$ cat src/rtl/icache_fetch_interface_pkg.sv
// Shared types for the fetch front end: tracking-FIFO entry, bootrom window default
// and fetch source encoding.
package drac_pkg;

  localparam int unsigned VADDR_MAX_W   = 64;
  localparam int unsigned BROM_SIZE_DEF = 'h100;

  typedef struct packed {
    logic [VADDR_MAX_W-1:0] vaddr;
    logic                   is_brom;
    logic                   drop;
  } fetch_track_t;

  typedef enum logic [1:0] {
    SRC_IDLE   = 2'd0,
    SRC_ICACHE = 2'd1,
    SRC_BROM   = 2'd2
  } fetch_src_state_t;

endpackage

$ cat src/rtl/icache_fetch_interface_track_fifo.sv
// In-order tracker of in-flight fetches; head visible combinationally, push/pop take
// effect at the next edge, caller guarantees no push when full unless popping.
module fetch_track_fifo
  import drac_pkg::*;
#(
  parameter int unsigned DEPTH = 2
) (
  input  logic                         clk_i,
  input  logic                         rst_i,
  input  logic                         push_i,
  input  fetch_track_t                 push_dat_i,
  input  logic                         pop_i,
  input  logic                         drop_all_i,
  output fetch_track_t                 head_o,
  output logic [$clog2(DEPTH+1)-1:0]   count_o
);

  localparam int unsigned CNT_W = $clog2(DEPTH+1);
  localparam int unsigned PTR_W = (DEPTH > 1) ? $clog2(DEPTH) : 1;
  localparam logic [PTR_W-1:0] LAST = PTR_W'(DEPTH-1);

  fetch_track_t     mem [DEPTH];
  logic [PTR_W-1:0] rd_ptr;
  logic [PTR_W-1:0] wr_ptr;
  logic [CNT_W-1:0] count;

  always_ff @(posedge clk_i) begin
    if (rst_i) begin
      rd_ptr <= '0;
      wr_ptr <= '0;
      count  <= '0;
    end else begin
      if (push_i) wr_ptr <= (wr_ptr == LAST) ? '0 : wr_ptr + PTR_W'(1);
      if (pop_i)  rd_ptr <= (rd_ptr == LAST) ? '0 : rd_ptr + PTR_W'(1);
      count <= count + CNT_W'(push_i) - CNT_W'(pop_i);
    end
  end

  // The push write comes last so an entry accepted in a kill cycle keeps drop clear.
  always_ff @(posedge clk_i) begin
    for (int i = 0; i < DEPTH; i++) begin
      if (drop_all_i) mem[i].drop <= 1'b1;
    end
    if (push_i) mem[wr_ptr] <= push_dat_i;
  end

  assign head_o  = mem[rd_ptr];
  assign count_o = count;

endmodule

$ cat src/rtl/icache_fetch_interface.sv
// Fetch front end steering requests to ICache or bootrom with in-order tracking;
// response registered one cycle after the memory, requests stall on full FIFO or source switch.
module icache_fetch_interface
  import drac_pkg::*;
#(
  parameter int unsigned ADDR_WIDTH      = 40,
  parameter int unsigned LINE_WIDTH      = 128,
  parameter int unsigned INSTR_WIDTH     = 32,
  parameter int unsigned MAX_OUTSTANDING = 2,
  parameter int unsigned BROM_SIZE       = BROM_SIZE_DEF,
  parameter int unsigned BROM_ADDR_WIDTH = 24
) (
  input  logic                                   clk_i,
  input  logic                                   rst_i,
  input  logic                                   req_valid_i,
  input  logic [ADDR_WIDTH-1:0]                  req_vaddr_i,
  input  logic                                   req_kill_i,
  input  logic                                   req_inval_icache_i,
  input  logic                                   en_translation_i,
  input  logic                                   csr_spi_config_i,
  output logic                                   req_ready_o,
  output logic                                   icache_req_valid_o,
  input  logic                                   icache_req_ready_i,
  output logic [11:0]                            icache_req_idx_o,
  output logic [ADDR_WIDTH-13:0]                 icache_req_vpn_o,
  output logic                                   icache_req_kill_o,
  output logic                                   icache_invalidate_o,
  input  logic                                   icache_resp_valid_i,
  input  logic [LINE_WIDTH-1:0]                  icache_resp_data_i,
  input  logic                                   icache_resp_xcpt_i,
  output logic                                   brom_req_valid_o,
  input  logic                                   brom_req_ready_i,
  output logic [BROM_ADDR_WIDTH-1:0]             brom_req_addr_o,
  input  logic                                   brom_resp_valid_i,
  input  logic [INSTR_WIDTH-1:0]                 brom_resp_data_i,
  output logic                                   resp_valid_o,
  output logic [INSTR_WIDTH-1:0]                 resp_data_o,
  output logic [ADDR_WIDTH-1:0]                  resp_vaddr_o,
  output logic                                   resp_page_fault_o,
  output logic [$clog2(MAX_OUTSTANDING+1)-1:0]   outstanding_o,
  output logic                                   spurious_resp_o
);

  localparam int unsigned CNT_W  = $clog2(MAX_OUTSTANDING+1);
  localparam int unsigned WORDS  = LINE_WIDTH / INSTR_WIDTH;
  localparam int unsigned OFF_LO = $clog2(INSTR_WIDTH/8);
  localparam int unsigned IW_LOG = $clog2(INSTR_WIDTH);
  localparam int unsigned SEL_W  = (WORDS > 1) ? $clog2(WORDS) : 1;

  localparam logic [1:0] IDLE    = 2'(SRC_IDLE);
  localparam logic [1:0] IC_BUSY = 2'(SRC_ICACHE);
  localparam logic [1:0] BR_BUSY = 2'(SRC_BROM);

  logic [1:0]             state_q;
  logic [1:0]             state_d;
  fetch_track_t           head;
  fetch_track_t           push_entry;
  logic [CNT_W-1:0]       count;
  logic [ADDR_WIDTH-1:0]  head_vaddr;
  logic [INSTR_WIDTH-1:0] line_word;
  logic fifo_empty, req_is_brom, tgt_rdy, not_full, src_ok, accept;
  logic ic_resp, br_resp, pop, spurious_evt, deliver;

  assign fifo_empty = (count == '0);
  assign head_vaddr = head.vaddr[ADDR_WIDTH-1:0];

  generate
    if (ADDR_WIDTH < VADDR_MAX_W) begin : g_vaddr_hi
      logic unused_vaddr_hi;
      assign unused_vaddr_hi = ^head.vaddr[VADDR_MAX_W-1:ADDR_WIDTH];
    end
  endgenerate

  assign req_is_brom = ~en_translation_i & (req_vaddr_i < ADDR_WIDTH'(BROM_SIZE)) & ~csr_spi_config_i;
  assign tgt_rdy     = req_is_brom ? brom_req_ready_i : icache_req_ready_i;

  // An exception still answers the outstanding ICache fetch.
  assign ic_resp      = icache_resp_valid_i | icache_resp_xcpt_i;
  assign br_resp      = brom_resp_valid_i;
  assign pop          = ~fifo_empty & (head.is_brom ? br_resp : ic_resp);
  assign spurious_evt = (ic_resp & (fifo_empty | head.is_brom)) |
                        (br_resp & (fifo_empty | ~head.is_brom));

  // A source switch waits for a fully drained FIFO so responses cannot reorder.
  assign not_full    = (count < CNT_W'(MAX_OUTSTANDING)) | pop;
  assign src_ok      = (state_q == IDLE) | (state_q == (req_is_brom ? BR_BUSY : IC_BUSY));
  assign req_ready_o = tgt_rdy & not_full & src_ok;
  assign accept      = req_valid_i & req_ready_o;

  assign icache_req_valid_o  = accept & ~req_is_brom;
  assign brom_req_valid_o    = accept & req_is_brom;
  assign icache_req_idx_o    = req_vaddr_i[11:0];
  assign icache_req_vpn_o    = req_vaddr_i[ADDR_WIDTH-1:12];
  assign brom_req_addr_o     = req_vaddr_i[BROM_ADDR_WIDTH-1:0];
  assign icache_req_kill_o   = req_kill_i;
  assign icache_invalidate_o = req_inval_icache_i;
  assign outstanding_o       = count;

  always_comb begin
    push_entry         = '0;
    push_entry.vaddr   = VADDR_MAX_W'(req_vaddr_i);
    push_entry.is_brom = req_is_brom;
  end

  fetch_track_fifo #(
    .DEPTH(MAX_OUTSTANDING)
  ) u_track (
    .clk_i      (clk_i),
    .rst_i      (rst_i),
    .push_i     (accept),
    .push_dat_i (push_entry),
    .pop_i      (pop),
    .drop_all_i (req_kill_i),
    .head_o     (head),
    .count_o    (count)
  );

  generate
    if (WORDS > 1) begin : g_sel
      logic [SEL_W-1:0]              sel;
      logic [$clog2(LINE_WIDTH)-1:0] base;
      assign sel       = head_vaddr[OFF_LO +: SEL_W];
      assign base      = {sel, {IW_LOG{1'b0}}};
      assign line_word = icache_resp_data_i[base +: INSTR_WIDTH];
    end else begin : g_nosel
      assign line_word = icache_resp_data_i[INSTR_WIDTH-1:0];
    end
  endgenerate

  always_comb begin
    state_d = state_q;
    if (accept) state_d = req_is_brom ? BR_BUSY : IC_BUSY;
    else if (pop && count == CNT_W'(1)) state_d = IDLE;
  end

  always_ff @(posedge clk_i) begin
    if (rst_i) state_q <= IDLE;
    else       state_q <= state_d;
  end

  // A kill in the response cycle suppresses that response as well.
  assign deliver = pop & ~head.drop & ~req_kill_i;

  always_ff @(posedge clk_i) begin
    if (rst_i) begin
      resp_valid_o      <= 1'b0;
      resp_data_o       <= '0;
      resp_vaddr_o      <= '0;
      resp_page_fault_o <= 1'b0;
      spurious_resp_o   <= 1'b0;
    end else begin
      resp_valid_o <= deliver;
      if (deliver) begin
        resp_vaddr_o      <= head_vaddr;
        resp_page_fault_o <= ~head.is_brom & icache_resp_xcpt_i;
        if (head.is_brom)            resp_data_o <= brom_resp_data_i;
        else if (icache_resp_xcpt_i) resp_data_o <= '0;
        else                         resp_data_o <= line_word;
      end
      if (spurious_evt) spurious_resp_o <= 1'b1;
    end
  end

endmodule

$ cat config.mk
export PLATFORM = sky130hd
export DESIGN_NAME = icache_fetch_interface
export DESIGN_NICKNAME = d
export VERILOG_FILES = /design/src/rtl/icache_fetch_interface_pkg.sv /design/src/rtl/icache_fetch_interface_track_fifo.sv /design/src/rtl/icache_fetch_interface.sv
export SDC_FILE = /design/constraint.sdc
export NUM_CORES = 1
export LEC_CHECK = 0
export ABC_CLOCK_PERIOD_IN_PS = 6200
export CAP_MARGIN = 10
export CELL_PAD_IN_SITES_DETAIL_PLACEMENT = 1
export CELL_PAD_IN_SITES_GLOBAL_PLACEMENT = 1
export CORE_MARGIN = 2
export CORE_UTILIZATION = 34
export CTS_CLUSTER_DIAMETER = 40
export DETAILED_ROUTE_END_ITERATION = 6
export GPL_ROUTABILITY_DRIVEN = 0
export GPL_TIMING_DRIVEN = 0
export PLACE_DENSITY = 0.93
export SYNTH_ARGS = -nofsm -noshare
export SYNTH_HDL_FRONTEND = slang
export SYNTH_SLANG_ARGS = --single-unit
$ cat constraint.sdc
create_clock -name clk_i -period 6.2 [get_ports clk_i]
set_input_delay 0.62 -clock clk_i [delete_from_list [all_inputs] [get_ports clk_i]]
set_output_delay 0.62 -clock clk_i [all_outputs]
set_load 0.01 [all_outputs]
### Word level (Yosys, flattened, before mapping)

Memories as Yosys holds them, arrays and structs flattened. A register that Yosys moved wholly into a read port is not among the register bits.
Cells that the tools add are included.

| storage, ports and cells | value |
|---|---|
| register bits | 81 |
| bits in writable memories | 84 |
| output and inout bits | 146 |
| logic and storage cells | 64 |
| memories | 1 |

| cells by class | value |
|---|---|
| add/sub/neg operators | 4 |
| $lt $le $gt $ge | 2 |
| equal/unequal tests | 2 |
| shift-type cells | 1 |
| muxes and demuxes | 15 |
| bitwise gates (word level) | 26 |
| reduce and logical (&&, ||, !) cells | 4 |

Memories:

| memory | depth | bits a word | read ports | clocked after Yosys merged registers in | wr ports | line | RTL |
|---|---|---|---|---|---|---|---|
| u_track.mem | 2 | 42 | 1 | 1 | 3 | icache_fetch_interface_track_fifo.sv:22 | `fetch_track_t mem [DEPTH];` |

Operators by type and width:

| operator | count |
|---|---|
| $shiftx 128x8->32 | 1 |
| $mux 32 | 2 |
| $lt 40x9->1 const B | 1 |
| $and 1x1->1 | 13 |
| $mux 1 | 10 |
| $not 1->1 | 7 |
| $mux 2 | 3 |
| $or 1x1->1 | 6 |
| $logic_not 2->1 | 2 |
| $add 1x1->1 const B | 2 |
| $add 2x1->2 | 1 |
| $eq 2x1->1 const B | 1 |
| $eq 2x2->1 | 1 |
| $lt 2x2->1 const B | 1 |
| $reduce_bool 2->1 | 1 |
| $sub 2x1->2 | 1 |
| $logic_and 1x1->1 | 1 |

### Logic depth before layout (Yosys ltp)

| depth | value |
|---|---|
| depth in word-level cells | 10 |
| mapped depth | 10 |
| mapped depth without buffers | 9 |

### By module

Synthesis repeated with hierarchy kept, for this count alone.

| second synthesis, totals | value |
|---|---|
| cells, all modules | 712 |
| area total of the unflattened synthesis | 9714.3 sq um |

Modules (own cells, without submodules):

| module | instances | cells an instance | area each (sq um) |
|---|---|---|---|
| fetch_track_fifo | 1 | 230 | 5139.9 |
| icache_fetch_interface | 1 | 482 | 4574.4 |

### Worst setup path before layout

No wires, ideal clock.

| timing | value |
|---|---|
| path kind | input -> register |
| start point | in req_vaddr_i[21] |
| end point | mem u_track.mem[0][10] (netlist name), enable pin |
| setup time | 0.440 ns |
| data arrival time | 3.331 ns |
| required time | 5.760 ns |
| slack | 2.430 ns |
| cell stages on the path | 5 |
| path buffers | 0 |
| cells stage by stage | nor4_1 > nand3_1 > nor3_2 > mux2i_1 > nor2_1 |

RTL lines:

| element | line | RTL |
|---|---|---|
| from (decl) | icache_fetch_interface.sv:16 | `input logic [ADDR_WIDTH-1:0] req_vaddr_i,` |
| to (decl) | icache_fetch_interface_track_fifo.sv:22 |  |

### Worst setup path after layout

| timing | value |
|---|---|
| start point | in req_vaddr_i[10] |
| end point | out req_ready_o |

| on the way | value |
|---|---|
| longest elaborated chain between the ends | 7 |
| elaborated cells between the ends (all ways) | 9 |

RTL lines:

| element | line | RTL |
|---|---|---|
| $lt 40x9->1 * | icache_fetch_interface.sv:74 | `assign req_is_brom = ~en_translation_i & (req_vaddr_i < ADDR_WIDTH'(BROM_SIZE)) & ~csr_spi_config_i;` |
| $and 1x1->1 * (2 in a row) | icache_fetch_interface.sv:74 |  |
| via req_is_brom | icache_fetch_interface.sv:61 | `logic fifo_empty, req_is_brom, tgt_rdy, not_full, src_ok, accept;` |
| $mux 2 | icache_fetch_interface.sv:86 | `assign src_ok = (state_q == IDLE) \| (state_q == (req_is_brom ? BR_BUSY : IC_BUSY));` |
| $eq 2x2->1 | icache_fetch_interface.sv:86 |  |
| $or 1x1->1 | icache_fetch_interface.sv:86 |  |
| $and 1x1->1 * | icache_fetch_interface.sv:87 | `assign req_ready_o = tgt_rdy & not_full & src_ok;` |
| to (decl) | icache_fetch_interface.sv:21 | `output logic req_ready_o,` |

The timed path passes the listed nets; every way through them passes the cells marked *.

==> impl_metrics.toml <==
[synth]
synth.ff_latch_count = 166
ys_types = 40
ys_top_cells_by_count = "nor2_1, dfxtp_1, edfxtp_1"
ys_seq_area_frac = 0.5386
synth_area_leaders = "edfxtp_1, dfxtp_1, mux4_2"
synth_top_area_share = 0.3201
synth_most_common_cell = "nor2_1"
synth_cells = 603
yosys.area.top_type = "edfxtp_1"
async_flop_share = 0
synth_area_per_cell_um2 = 12.76
synth-edff-count = 82
synthesis.area_um2 = 7694
yosysWarnings = 0
synth_nets = 817
synth-main-ff-cell = "dfxtp_1"

[clock_tree]
ctsHoldBuffers = 0
cts.sinks = 166
htreeDepth = 4
clk_latency_ns = 0.43
ctsResizeCount = 0
cts_made_buffers = 17
cts_root_buf = "clkbuf_16"
tritoncts = "yes"
clockBufferDepth = 2
clk_pin_slew_ns = 0.07
post_cts_buffers = 0

[setup_path]
arrival_ns = 3.31
start_kind = "input port"
criticalPathCategory = "input port to output port"
endpoint_kind = "output port"
ff2ff_setup_slack_ns = 3.33
required_ns = 5.58
r2r-end = "u_track.mem[1][28]"
r2r.worst_path.cells = 7
cp_max_fo = 9

[sta]
setup_viol = 0
slew_headroom = 0.4001
hold_viol_final = 0
fin_crit_sh = 0.6332
worst_slew_pin_slew_ns = 0.8998
max_freq_mhz = 254.7
finClkSkew_ns = 0.009707
finalCriticalPeriod_ns = 3.926
finalMaxSlewViolations = 0
rsz0062_at_grt = "no"
fin_tns_setup_ns = 0

[flow_run]
drv_cap = 0

[placed_design]
dp_hpwl_um = 22280
post_dp_cell_area_um2 = 11680
portBuffers = 356

[cells_and_area]
areaGrowthSynthToFinish_pct = 59.59
nets = 1194
drive_gt1_frac = 0.1994
fill_cells = 2330
fin_area_um2 = 12280

[global_route]
gr-usage-met3 = 0.06388
antenna_found_initial = 4
grt_util_met1 = 0.2403
grt_max_degree = 22
top_usage_layer = "met2"
gr-usage-met2 = 0.4386
grt_pass1_wl_um = 42100
grt_remaining_overflow = 0
grt.total_usage = 0.2344
first_global_vias = 7239

[drt]
firstDrtPassIters = 4
final_antenna_net_count = 0
vias = 6474
drc = 0
wire_per_inst_um = 22.01
drt_iter0_drc = 299
routed_wl_um = 28210
viasPerCell = 5.050

[floorplan]
die_w_um = 154.4
start_util = 0.3429
dieArea_um2 = 23850
io_pins = 358
core_um2 = 22430
fp.dieH_um = 154.4
rows = 55

[worst_hold_path]
holdPathEnd = "spurious_resp_o"
hold_depth = 2
hold_class = "flop to flop"
hp-start = "spurious_resp_o"

[power_and_ir_drop]
power_density_nw_per_um2 = 301.0
ir_worst_vdd_v = 0.0001838
p_leak_uw = 0.004370
power_uw = 3696

[outcome]
status = "finished, final reports clean"
[state kept, by name, indices dropped and copies added (netlist names), named ones only]
name	flops
u_track.mem	84
resp_vaddr_o	40
resp_data_o	32
state_q	2
u_track.count_o	2
resp_page_fault_o	1
resp_valid_o	1
spurious_resp_o	1
u_track.rd_ptr	1
u_track.wr_ptr	1
[per-stage QoR]
stage / utilization / hold slack, ns / worst slack, ns / instances
3_5_place_dp: 0.5208 / 0.4405 / 2.069 / 1246
4_1_cts: 0.5468 / 0.4484 / 2.243 / 1278
2_1_floorplan: - / 0.4388 / 2.430 / 603
5_1_grt: 0.5473 / 0.4920 / 2.108 / 1282
6_report: 0.5473 / 0.4486 / 2.274 / 1282
3_3_place_gp: 0.5177 / 0.4373 / 0.2870 / 1244
[worst max-delay path, cell delays in order]
cell and delay [ns]:
clkdlybuf4s50_1 0.52, nor4_1 0.44, nand3_1 0.23, nor3_2 0.63, mux2i_1 0.18, nor2_1 0.12
clkdlybuf4s50_1 0.56
[cell type report]
type | count | area, um^2 | share of cell area
timing repair buffer | 358 | 3618 | 0.2947
clock buffer | 18 | 429.2 | 0.03495
tap | 285 | 356.6 | 0.02904
clock inverter | 14 | 155.1 | 0.01264
antenna | 4 | 10.01 | 0.0008152
multi-input combinational | 321 | 2814 | 0.2292
inverter | 9 | 33.78 | 0.002751
buffer | 107 | 716.9 | 0.05839
sequential | 166 | 4144 | 0.3375
[worst max-delay path by stage]
| stage | cells after the start | end | slack, ns | start |
|---|---|---|---|---|
| CTS | 7 | req_ready_o | 2.24 | req_vaddr_i[10] |
| floorplan | 5 | u_track.mem[0][10] | 2.43 | req_vaddr_i[21] |
| finish | 7 | req_ready_o | 2.27 | req_vaddr_i[10] |
| detailed placement | 7 | u_track.mem[1][25] | 2.07 | req_vaddr_i[10] |
| global route | 7 | req_ready_o | 2.11 | req_vaddr_i[11] |
| global placement | 6 | u_track.mem[1][14] | 0.29 | req_vaddr_i[10] |
[where the power goes]
group	switching, uW	internal (uW)
registers	59.6	1270
clock network	506	541
logic	646	672
[cell usage in the layout, fill, tap and decap left out, types with 4 or more instances in the layout]
master           instances
clkdlybuf4s50_1        356
dfxtp_1                 84
nor2_1                  83
edfxtp_1                82
buf_4                   70
mux2i_1                 42
a211oi_1                39
nor3_1                  34
mux4_2                  32
a221oi_2                29
buf_2                   18
clkbuf_16               17
clkbuf_1                14
nor4_1                   9
inv_1                    9
nand2_1                  8
nor2b_1                  5
inv_8                    5
diode_2                  4
nand3_1                  4
buf_6                    4
[cell families (layout without fill, tap and decap cells)]
kind of cell             count (synthesis)  in the layout  share of synthesized area
flip-flops                             166            166                     0.5386
AND/OR/NAND/NOR                        156            156                    0.09205
buffers and inverters                  116            506                    0.09758
AO/OA/AOI/OAI                           80             80                     0.1057
multiplexers                            80             80                     0.1594
XOR/XNOR                                 3              3                   0.003416
adder cells (fa/ha/maj)                  2              2                   0.003252
other                                    0              4                          0
[layer usage]
layer / vias to the layer above / part of all wire
met5: - / 0
met4: 0 / 0.043
met3: 62 / 0.067
met2: 285 / 0.53
met1: 3158 / 0.36
li1: 2969 / -
Note: power is estimated with default switching activity, not from simulation.
